## config.mk

```make
export PLATFORM = sky130hd
export DESIGN_NAME = conv_mac_scheduler
export DESIGN_NICKNAME = d
export VERILOG_FILES = /design/src/rtl/conv_mac_scheduler.sv
export SDC_FILE = /design/constraint.sdc
export NUM_CORES = 1
export LEC_CHECK = 0
export CAP_MARGIN = 20
export CORE_MARGIN = 5
export CORE_UTILIZATION = 35
export CTS_CLUSTER_DIAMETER = 150
export DETAILED_ROUTE_END_ITERATION = 6
export PLACE_DENSITY = 0.59
export SLEW_MARGIN = 10
export SYNTH_ARGS = -nofsm -noshare
export SYNTH_HDL_FRONTEND = slang
export SYNTH_HIERARCHICAL = 1
export SYNTH_SLANG_ARGS = --single-unit
```

## constraint.sdc

```tcl
create_clock -name clk -period 6.4 [get_ports clk]
set_input_delay 0.96 -clock clk [delete_from_list [all_inputs] [get_ports clk]]
set_output_delay 0.96 -clock clk [all_outputs]
set_load 0.01 [all_outputs]
```

## src/rtl/conv_mac_scheduler.sv

```systemverilog
// Round-robin scheduler that interleaves up to MAC_LATENCY output pixels through a
// non-stallable pipelined 3x3 MAC, accumulating each pixel over its input channels.

module conv_mac_slot #(
    parameter int AW = 32,
    parameter int CW = 8,
    parameter int PW = 16
) (
    input  logic          clk,
    input  logic          rst_n,
    input  logic          init_i,
    input  logic          init_act_i,
    input  logic [PW-1:0] init_pix_i,
    input  logic          sel_i,
    input  logic          ret_i,
    input  logic          issue_i,
    input  logic [CW-1:0] last_ch_i,
    input  logic          refill_ok_i,
    input  logic [PW-1:0] refill_pix_i,
    input  logic [AW-1:0] mac_out_i,
    output logic          want_o,
    output logic          fin_o,
    output logic          act_d_o,
    output logic [PW-1:0] pix_o,
    output logic [PW-1:0] cur_pix_o,
    output logic [CW-1:0] ch_o,
    output logic [AW-1:0] psum_o
);
    logic          act_q, inf_q;
    logic [PW-1:0] pix_q;
    logic [CW-1:0] ch_q;
    logic [AW-1:0] psum_q;
    logic          ret, act_e, inf_e;

    // *_o values are the slot as seen after this cycle's return, so a returning
    // slot can reissue (next channel or freshly assigned pixel) in the same cycle.
    assign ret       = sel_i & ret_i;
    assign fin_o     = ret && (ch_q == last_ch_i);
    assign act_e     = fin_o ? refill_ok_i : act_q;
    assign inf_e     = ret ? 1'b0 : inf_q;
    assign pix_o     = fin_o ? refill_pix_i : pix_q;
    assign ch_o      = fin_o ? '0 : (ret ? ch_q + 1'b1 : ch_q);
    assign psum_o    = ret ? mac_out_i : psum_q;
    assign want_o    = act_e & ~inf_e;
    assign cur_pix_o = pix_q;
    assign act_d_o   = init_i ? init_act_i : (sel_i ? act_e : act_q);

    always_ff @(posedge clk or negedge rst_n) begin
        if (!rst_n) begin
            act_q  <= 1'b0;
            inf_q  <= 1'b0;
            pix_q  <= '0;
            ch_q   <= '0;
            psum_q <= '0;
        end else if (init_i) begin
            act_q  <= init_act_i;
            inf_q  <= 1'b0;
            pix_q  <= init_pix_i;
            ch_q   <= '0;
            psum_q <= '0;
        end else if (sel_i) begin
            act_q  <= act_e;
            inf_q  <= inf_e | issue_i;
            pix_q  <= pix_o;
            ch_q   <= ch_o;
            psum_q <= psum_o;
        end
    end
endmodule

module conv_mac_scheduler #(
    parameter int ACCUMULATOR_WIDTH = 32,
    parameter int MAC_LATENCY       = 5,
    parameter int CH_WIDTH          = 8,
    parameter int PIX_WIDTH         = 16
) (
    input  logic                         clk,
    input  logic                         arst_n_in,
    input  logic                         start,
    input  logic [CH_WIDTH-1:0]          num_channels,
    input  logic [PIX_WIDTH-1:0]         num_pixels,
    input  logic [ACCUMULATOR_WIDTH-1:0] bias,
    output logic                         busy,
    output logic                         done,
    input  logic                         op_ready,
    output logic [PIX_WIDTH-1:0]         op_pix,
    output logic [CH_WIDTH-1:0]          op_ch,
    output logic                         mac_input_valid,
    output logic                         mac_hi_group,
    output logic [ACCUMULATOR_WIDTH-1:0] mac_partial_sum,
    input  logic [ACCUMULATOR_WIDTH-1:0] mac_out,
    output logic                         result_valid,
    output logic [PIX_WIDTH-1:0]         result_pix,
    output logic [ACCUMULATOR_WIDTH-1:0] result_data
);
    localparam int AW   = ACCUMULATOR_WIDTH;
    localparam int L    = MAC_LATENCY;
    localparam int PTRW = (L > 1) ? $clog2(L) : 1;

    typedef enum logic [1:0] {IDLE, RUN, DRAIN, DONE} state_t;

    state_t               state_q, state_d;
    logic [PTRW-1:0]      ptr_q, ptr_d;
    logic [L-1:0]         vld_pipe_q;
    logic [CH_WIDTH-1:0]  nch_q;
    logic [PIX_WIDTH-1:0] npix_q;
    logic [AW-1:0]        bias_q;
    logic [PIX_WIDTH:0]   next_pix_q, next_pix_d;
    logic                 hi_q;

    logic running, launch, ret, refill_ok, want, issue, fin;
    logic [L-1:0]                slot_sel, slot_want, slot_fin, slot_act_d;
    logic [L-1:0][PIX_WIDTH-1:0] slot_pix, slot_cur_pix;
    logic [L-1:0][CH_WIDTH-1:0]  slot_ch;
    logic [L-1:0][AW-1:0]        slot_psum;
    logic [PIX_WIDTH-1:0]        pix_mux, cur_pix_mux;
    logic [CH_WIDTH-1:0]         ch_mux;
    logic [AW-1:0]               psum_mux;

    assign running   = (state_q == RUN) || (state_q == DRAIN);
    assign launch    = (state_q == IDLE) && start && (num_channels != '0) && (num_pixels != '0);
    assign ret       = running && vld_pipe_q[L-1];
    assign refill_ok = next_pix_q < {1'b0, npix_q};

    for (genvar s = 0; s < L; s++) begin : g_slot
        assign slot_sel[s] = running && (ptr_q == PTRW'(s));
        conv_mac_slot #(.AW(AW), .CW(CH_WIDTH), .PW(PIX_WIDTH)) u_slot (
            .clk         (clk),
            .rst_n       (arst_n_in),
            .init_i      (launch),
            .init_act_i  ({1'b0, num_pixels} > (PIX_WIDTH+1)'(s)),
            .init_pix_i  (PIX_WIDTH'(s)),
            .sel_i       (slot_sel[s]),
            .ret_i       (ret),
            .issue_i     (issue),
            .last_ch_i   (nch_q - 1'b1),
            .refill_ok_i (refill_ok),
            .refill_pix_i(next_pix_q[PIX_WIDTH-1:0]),
            .mac_out_i   (mac_out),
            .want_o      (slot_want[s]),
            .fin_o       (slot_fin[s]),
            .act_d_o     (slot_act_d[s]),
            .pix_o       (slot_pix[s]),
            .cur_pix_o   (slot_cur_pix[s]),
            .ch_o        (slot_ch[s]),
            .psum_o      (slot_psum[s])
        );
    end

    always_comb begin
        want        = 1'b0;
        fin         = 1'b0;
        pix_mux     = '0;
        cur_pix_mux = '0;
        ch_mux      = '0;
        psum_mux    = '0;
        for (int s = 0; s < L; s++) begin
            if (slot_sel[s]) begin
                want        = slot_want[s];
                fin         = slot_fin[s];
                pix_mux     = slot_pix[s];
                cur_pix_mux = slot_cur_pix[s];
                ch_mux      = slot_ch[s];
                psum_mux    = slot_psum[s];
            end
        end
    end

    // Operand address is presented whenever the slot wants to issue; op_ready only gates the strobe.
    assign issue           = want & op_ready;
    assign mac_input_valid = issue;
    assign op_pix          = want ? pix_mux : '0;
    assign op_ch           = want ? ch_mux : '0;
    assign mac_partial_sum = !want ? '0 : ((ch_mux == '0) ? bias_q : psum_mux);
    assign result_valid    = fin;
    assign result_pix      = fin ? cur_pix_mux : '0;
    assign result_data     = fin ? mac_out : '0;
    assign busy            = running;
    assign done            = (state_q == DONE);
    assign mac_hi_group    = hi_q;

    always_comb begin
        state_d    = state_q;
        ptr_d      = ptr_q;
        next_pix_d = next_pix_q;
        if (launch) begin
            ptr_d      = '0;
            next_pix_d = (PIX_WIDTH+1)'(L);
        end else if (running) begin
            ptr_d = (ptr_q == PTRW'(L-1)) ? '0 : ptr_q + 1'b1;
            if (fin && refill_ok) next_pix_d = next_pix_q + 1'b1;
        end
        case (state_q)
            IDLE:  if (start) state_d = launch ? RUN : DONE;
            RUN: begin
                if (slot_act_d == '0) state_d = DONE;
                else if (next_pix_d >= {1'b0, npix_q}) state_d = DRAIN;
            end
            DRAIN: if (slot_act_d == '0) state_d = DONE;
            DONE:  state_d = IDLE;
            default: state_d = IDLE;
        endcase
    end

    always_ff @(posedge clk or negedge arst_n_in) begin
        if (!arst_n_in) begin
            state_q    <= IDLE;
            ptr_q      <= '0;
            vld_pipe_q <= '0;
            nch_q      <= '0;
            npix_q     <= '0;
            bias_q     <= '0;
            next_pix_q <= '0;
            hi_q       <= 1'b0;
        end else begin
            state_q    <= state_d;
            ptr_q      <= ptr_d;
            next_pix_q <= next_pix_d;
            vld_pipe_q <= {vld_pipe_q[L-2:0], issue};
            hi_q       <= issue;
            if (launch) begin
                nch_q  <= num_channels;
                npix_q <= num_pixels;
                bias_q <= bias;
            end
        end
    end
endmodule

```

# After elaboration in Yosys (flattened, before gate mapping)
# Index checks and enable logic that the tools add are counted.
[totals]
reg_bits = 374
out_inout_bits = 109
wordCells = 241
[classes]
addsub = 8
order_cmp = 7
eq_ne = 15
mux = 128
bitwise_logic = 21
n_reduce_logical = 29
[ops]
columns = ["operator", "n"]
rows = [
  ["32-bit two-way mux", 23],
  ["16-bit two-way mux", 27],
  ["8-bit two-way mux", 26],
  ["17-bit two-way mux", 3],
  ["8-bit by 1-bit adder with 8-bit output (second input constant)", 5],
  ["8-bit equality test", 5],
  ["1-bit two-way mux", 40],
  ["16-bit by 1-bit > comparator with 1-bit output (second input constant)", 2],
  ["16-bit by 2-bit > comparator with 1-bit output (second input constant)", 2],
  ["17-bit by 1-bit adder with 17-bit output (second input constant)", 1],
  ["17-bit by 16-bit >= comparator with 1-bit output", 1],
  ["17-bit by 16-bit < comparator with 1-bit output", 1],
  ["16-bit by 3-bit > comparator with 1-bit output (second input constant)", 1],
  ["16-bit nonzero test", 1],
  ["1-bit logical AND", 15],
  ["2-bit nonzero test", 6],
  ["1-bit bitwise AND", 11],
  ["2-bit two-way mux", 5],
  ["3-bit two-way mux", 3],
  ["8-bit zero test", 1],
  ["2-bit case mux with 4 select lines", 1],
  ["8-bit nonzero test", 1],
  ["8-bit by 1-bit subtractor with 8-bit output (second input constant)", 1],
  ["3-bit by 2-bit equality test with 1-bit output (second input constant)", 2],
  ["15 further kinds", 24],
]

# Depth between registers and ports, before layout
[logic_depth]
word_depth = 18
ltp_mapped = 31

# Cells and area by module
# Netlist, hierarchy kept.
[by_module_without_submodules]
columns = ["module", "n_inst", "cells_per_inst", "area_each_um2", "seq_area_each_um2"]
rows = [
  ["conv_mac_slot", 5, 354, 3031.7, 1451.4],
  ["conv_mac_scheduler", 1, 1154, 8013.9, 2077.0],
]

# Least setup slack after synthesis
# Ideal clock, no wire load.
[synth_path]
path_kind = "register to register"
from = "register ptr_q[2]"
to = "register state_q[1]"
setup_time_ns = 0.128
arrival_ns = 6.055
required_time_ns = 6.272
slack_ns = 0.218
path_stages_with_launch = 32
path_buffers = 9
synth_period_minus_slack_ns = 6.182
path_cell_list = "dfrtp_1 > buf_2 > inv_1 > ha_1 > clkbuf_1 > and2_1 > clkbuf_1 > clkbuf_1 > buf_2 > buf_1 > and2_0 > nand2b_1 > buf_2 > nor3_4 > buf_6 > nand2_1 > a21boi_1 > o22ai_2 > inv_2 > nand4_1 > buf_2 > nor4_1 > xnor2_1 > nor2_1 > ha_1 > and4_1 > nand2_1 > a221oi_1 > a2111oi_0 > o31ai_1 > a31oi_1 > mux2_1"
[synth_rtl]
columns = ["element", "line", "text"]
rows = [
  ["start, declared", "103", "logic [PTRW-1:0] ptr_q, ptr_d;"],
  ["start signal, assigned", "217", "ptr_q <= ptr_d;"],
  ["3-bit by 2-bit equality test with 1-bit output", "126", "assign slot_sel[s] = running && (ptr_q == PTRW'(s));"],
  ["1-bit logical AND", "126", ""],
  ["named net slot_sel[3]", "112", "logic [L-1:0] slot_sel, slot_want, slot_fin, slot_act_d;"],
  ["1-bit bitwise AND", "37", "assign ret = sel_i & ret_i;"],
  ["1-bit logical AND", "38", "assign fin_o = ret && (ch_q == last_ch_i);"],
  ["named net slot_fin[3]", "112", ""],
  ["1-bit two-way mux (2 in series)", "158", "if (slot_sel[s]) begin"],
  ["1-bit logical AND", "191", "if (fin && refill_ok) next_pix_d = next_pix_q + 1'b1;"],
  ["17-bit two-way mux", "191", ""],
  ["17-bit two-way mux", "189", "end else if (running) begin"],
  ["17-bit two-way mux", "186", "if (launch) begin"],
  ["named net next_pix_d[6]", "108", "logic [PIX_WIDTH:0] next_pix_q, next_pix_d;"],
  ["17-bit by 16-bit >= comparator with 1-bit output", "197", "else if (next_pix_d >= {1'b0, npix_q}) state_d = DRAIN;"],
  ["3-bit by 1-bit inequality test with 1-bit output (no line)", "-", ""],
  ["3-bit AND reduction (no line)", "-", ""],
  ["end signal, assigned", "216", "state_q <= state_d;"],
  ["end, declared", "102", "state_t state_q, state_d;"],
]
# The timed path passes the listed nets, and every way through them passes these cells.
# A chain may end at the register's enable or synchronous reset.

==> metrics.txt <==
status complete, but fails checks; crit end category output port; Starting DRT DRC Count 2145; FMAX 161.6 MHz; via-per-instance ratio 5.585; Synth Area per Inst 7.925 µm²; critical path arrival 5.23 ns; Commonest cells post-synth nand2_1, dfrtp_1, a21oi_1; most frequent cell after synthesis nand2_1; Final setup violation count 0; Final Hold Fails 0; PwrDens 521.5 nW/µm²; Worst Path Max Fanout 16; Design Power 14.68 mW; Final WS setup 0.2125 ns; dpl cells 3936; Storage cell area 9336 µm²; Worst setup SP type register; Worst-path clk slew 0.06 ns; Post-synth EDFFs 0; die height 267.3 µm; Worst-Margin Slew 1.153 ns; Root Buffer clkbuf_16; Clock Sinks 373; initial antenna violation count 2; dominant cells by area after synthesis dfrtp_1, nand2_1, a21oi_1, nor2_1, xor2_1; maxcap violations 0; Synth async-reset ratio 1.000; antenna viol nets, final 0; number of fill cells 6631; yosys warns 6; layout cells sized above 1 0.08297; PortBufs 200; Num CTS Buffers 45; die width 267.3 µm; max-slew violations 0; sequential-to-total area share from yosys stat 0.4028; Pleak 12.85 nW; area of the multi-input gates 12860 µm²; Clock Skews 0.02523 ns; failing checks DRC; total gr overflow 0; max_slew headroom 0.2311; cell count after synthesis 2924; Nets 3277; post-synth top area share 0.4028; worst-case clock buffer depth 3; Final min period 6.187 ns; Place WS -0.1490 ns; Final Wtd Congestion 0.8781; distinct cell type count after synthesis 70; # IOs 201; flip-flop and latch count after synthesis 373; largest net degree at the start of global routing 134; Final Non-Filler Cells 4035; Synth Flop Type dfrtp_1; Post-CTS Hold Fix Bufs 0; Crit Path Category register to output port; total wire length 85540 µm; peak supply drop 0.0004221 V; Layout area overhead 21.49%; DR DRC count 3; mapped cell area 23170 µm²; Clock Latency Late Sink 0.60 ns; cell taking the most area after synthesis dfrtp_1; Worst Path Required 5.44 ns; DP HPWL 55940 µm; Worst Hold Class register to register; Placeable Area 65750 µm²; Die Area 71450 µm²; GRT Total Usage 0.2302; FP Rows 94; DR pass1 iterations 7; initial core utilization 0.3525; vias in the first global route 21540; final hold slack 0.3483 ns; Max H-tree Level 2; Final period util 0.9668; via count 22540; first-pass GRT wire length 130300 µm; Avg WL per Cell 21.20 µm; CTS tree built
[layout by cell type, fill, tap and decap left out, types with 6 or more instances in the layout]
master	n
dlymetal6s2s_1	9
dfrtp_1	371
a211o_1	32
buf_4	102
nor4_1	15
xor2_1	73
nand2b_1	9
nor2_2	10
and2_1	36
nand2_1	734
xnor2_1	15
clkbuf_8	16
a221oi_1	67
conb_1	80
o31ai_1	85
clkdlybuf4s50_1	166
a21oi_1	254
nand4_1	54
a22oi_1	11
ha_1	47
a41oi_1	60
a31oi_1	26
o311ai_0	33
dlygate4sd2_1	15
and3_1	10
a21boi_0	6
or4_4	6
o21ai_0	119
nand3_1	20
nor2_1	229
mux2i_1	9
a2bb2oi_1	60
clkbuf_16	45
or3_1	9
clkbuf_1	10
nor3_1	88
nand3b_1	7
inv_1	103
[final timing paths]
kind,start,endpoint,slack (ns),depth (start not counted)
worst max-delay path,nch_q[5]$_DFFE_PN0P_,mac_partial_sum[16],0.21,20
worst min-delay path,vld_pipe_q[1]$_DFF_PN0_,vld_pipe_q[2]$_DFF_PN0_,0.35,0
worst max register to register,nch_q[5]$_DFFE_PN0P_,state_q[1]$_DFFE_PN0P_,0.50,26
worst min register to register,vld_pipe_q[1]$_DFF_PN0_,vld_pipe_q[2]$_DFF_PN0_,0.35,0
max in group asynchronous,arst_n_in,g_slot[1].u_slot/psum_q[2]$_DFFE_PN0P_,4.68,2
min in group asynchronous,arst_n_in,next_pix_q[13]$_DFF_PN0_,0.37,1
[sequential cells by signal, indices dropped and copies added, names as in the netlist]
register / count
npix_q: 16
g_slot.u_slot/cur_pix_o: 80
g_slot.u_slot/ch_q: 40
bias_q: 32
nch_q: 8
state_q: 2
g_slot.u_slot/act_q: 5
g_slot.u_slot/psum_q: 160
g_slot.u_slot/inf_q: 5
ptr_q: 3
next_pix_q: 17
vld_pipe_q: 5
[layer usage]
metal	global-route usage	part of all wire	wire length, µm
met1	0.3324	0.45	38590
met3	0.05154	0.081	6918
met2	0.3483	0.44	37800
met4	0.06534	0.026	2229
met5	0	0	0
[critical path, stage by stage, from the launching register on]
cell,delay (ns)
dfrtp_1,0.40
or4_4,0.57
nor4_4,0.21
xor2_2,0.11
buf_4,0.17
buf_4,0.15
xor2_1,0.19
or4_4,0.57
nor3_4,0.16
buf_6,0.15
nor2_1,0.06
nand2_1,0.11
a21boi_0,0.10
o221ai_1,0.22
nand4_1,0.18
nor4_4,0.26
buf_6,0.19
bufbuf_16,0.32
nand2_1,0.07
a21oi_1,0.13
dlygate4sd2_1,0.30
[timing repair]
action	CTS	global route
gates resized for setup	38	33
endpoints found under the hold margin	0	0
pin swaps	5	6
gates cloned	3	1
buffers inserted	9	5
endpoints found under the setup margin	73	59
[final cells by class]
type	instances	share of cell area
clock inverter	9	0.003600
sequential	373	0.3316
tap	864	0.03840
antenna	1	0.00008889
inverter	106	0.01440
clock buffer	71	0.04916
timing repair buffer	315	0.1058
multi-input combinational	2296	0.4569
[cells by family after synthesis]
logic type | synth area share
flip-flops | 0.4028
other | 0.0003241
adder cells (fa/ha/maj) | 0.02592
multiplexers | 0.004374
AO/OA/AOI/OAI | 0.2292
buffers and inverters | 0.06166
XOR/XNOR | 0.03440
AND/OR/NAND/NOR | 0.2413
[stage by stage]
stage	area, µm²	TNS, ns	util
final	28150	0	0.4282
after detailed placement	26380	-2.870	0.4012
after global placement	26380	-0.5377	0.4012
after floorplan	23470	0	-
after global routing	28150	-0.01992	0.4282
after CTS	28030	0	0.4264
[where the power goes]
part           switching [mW]  total (mW)  internal (mW)  leakage [nW]
Combinational            5.41        8.53           3.11          7.33
Clock                    1.10        2.59           1.49         0.728
Sequential              0.426        3.56           3.14          4.79
No activity file was read; power rests on OpenSTA's default activity.
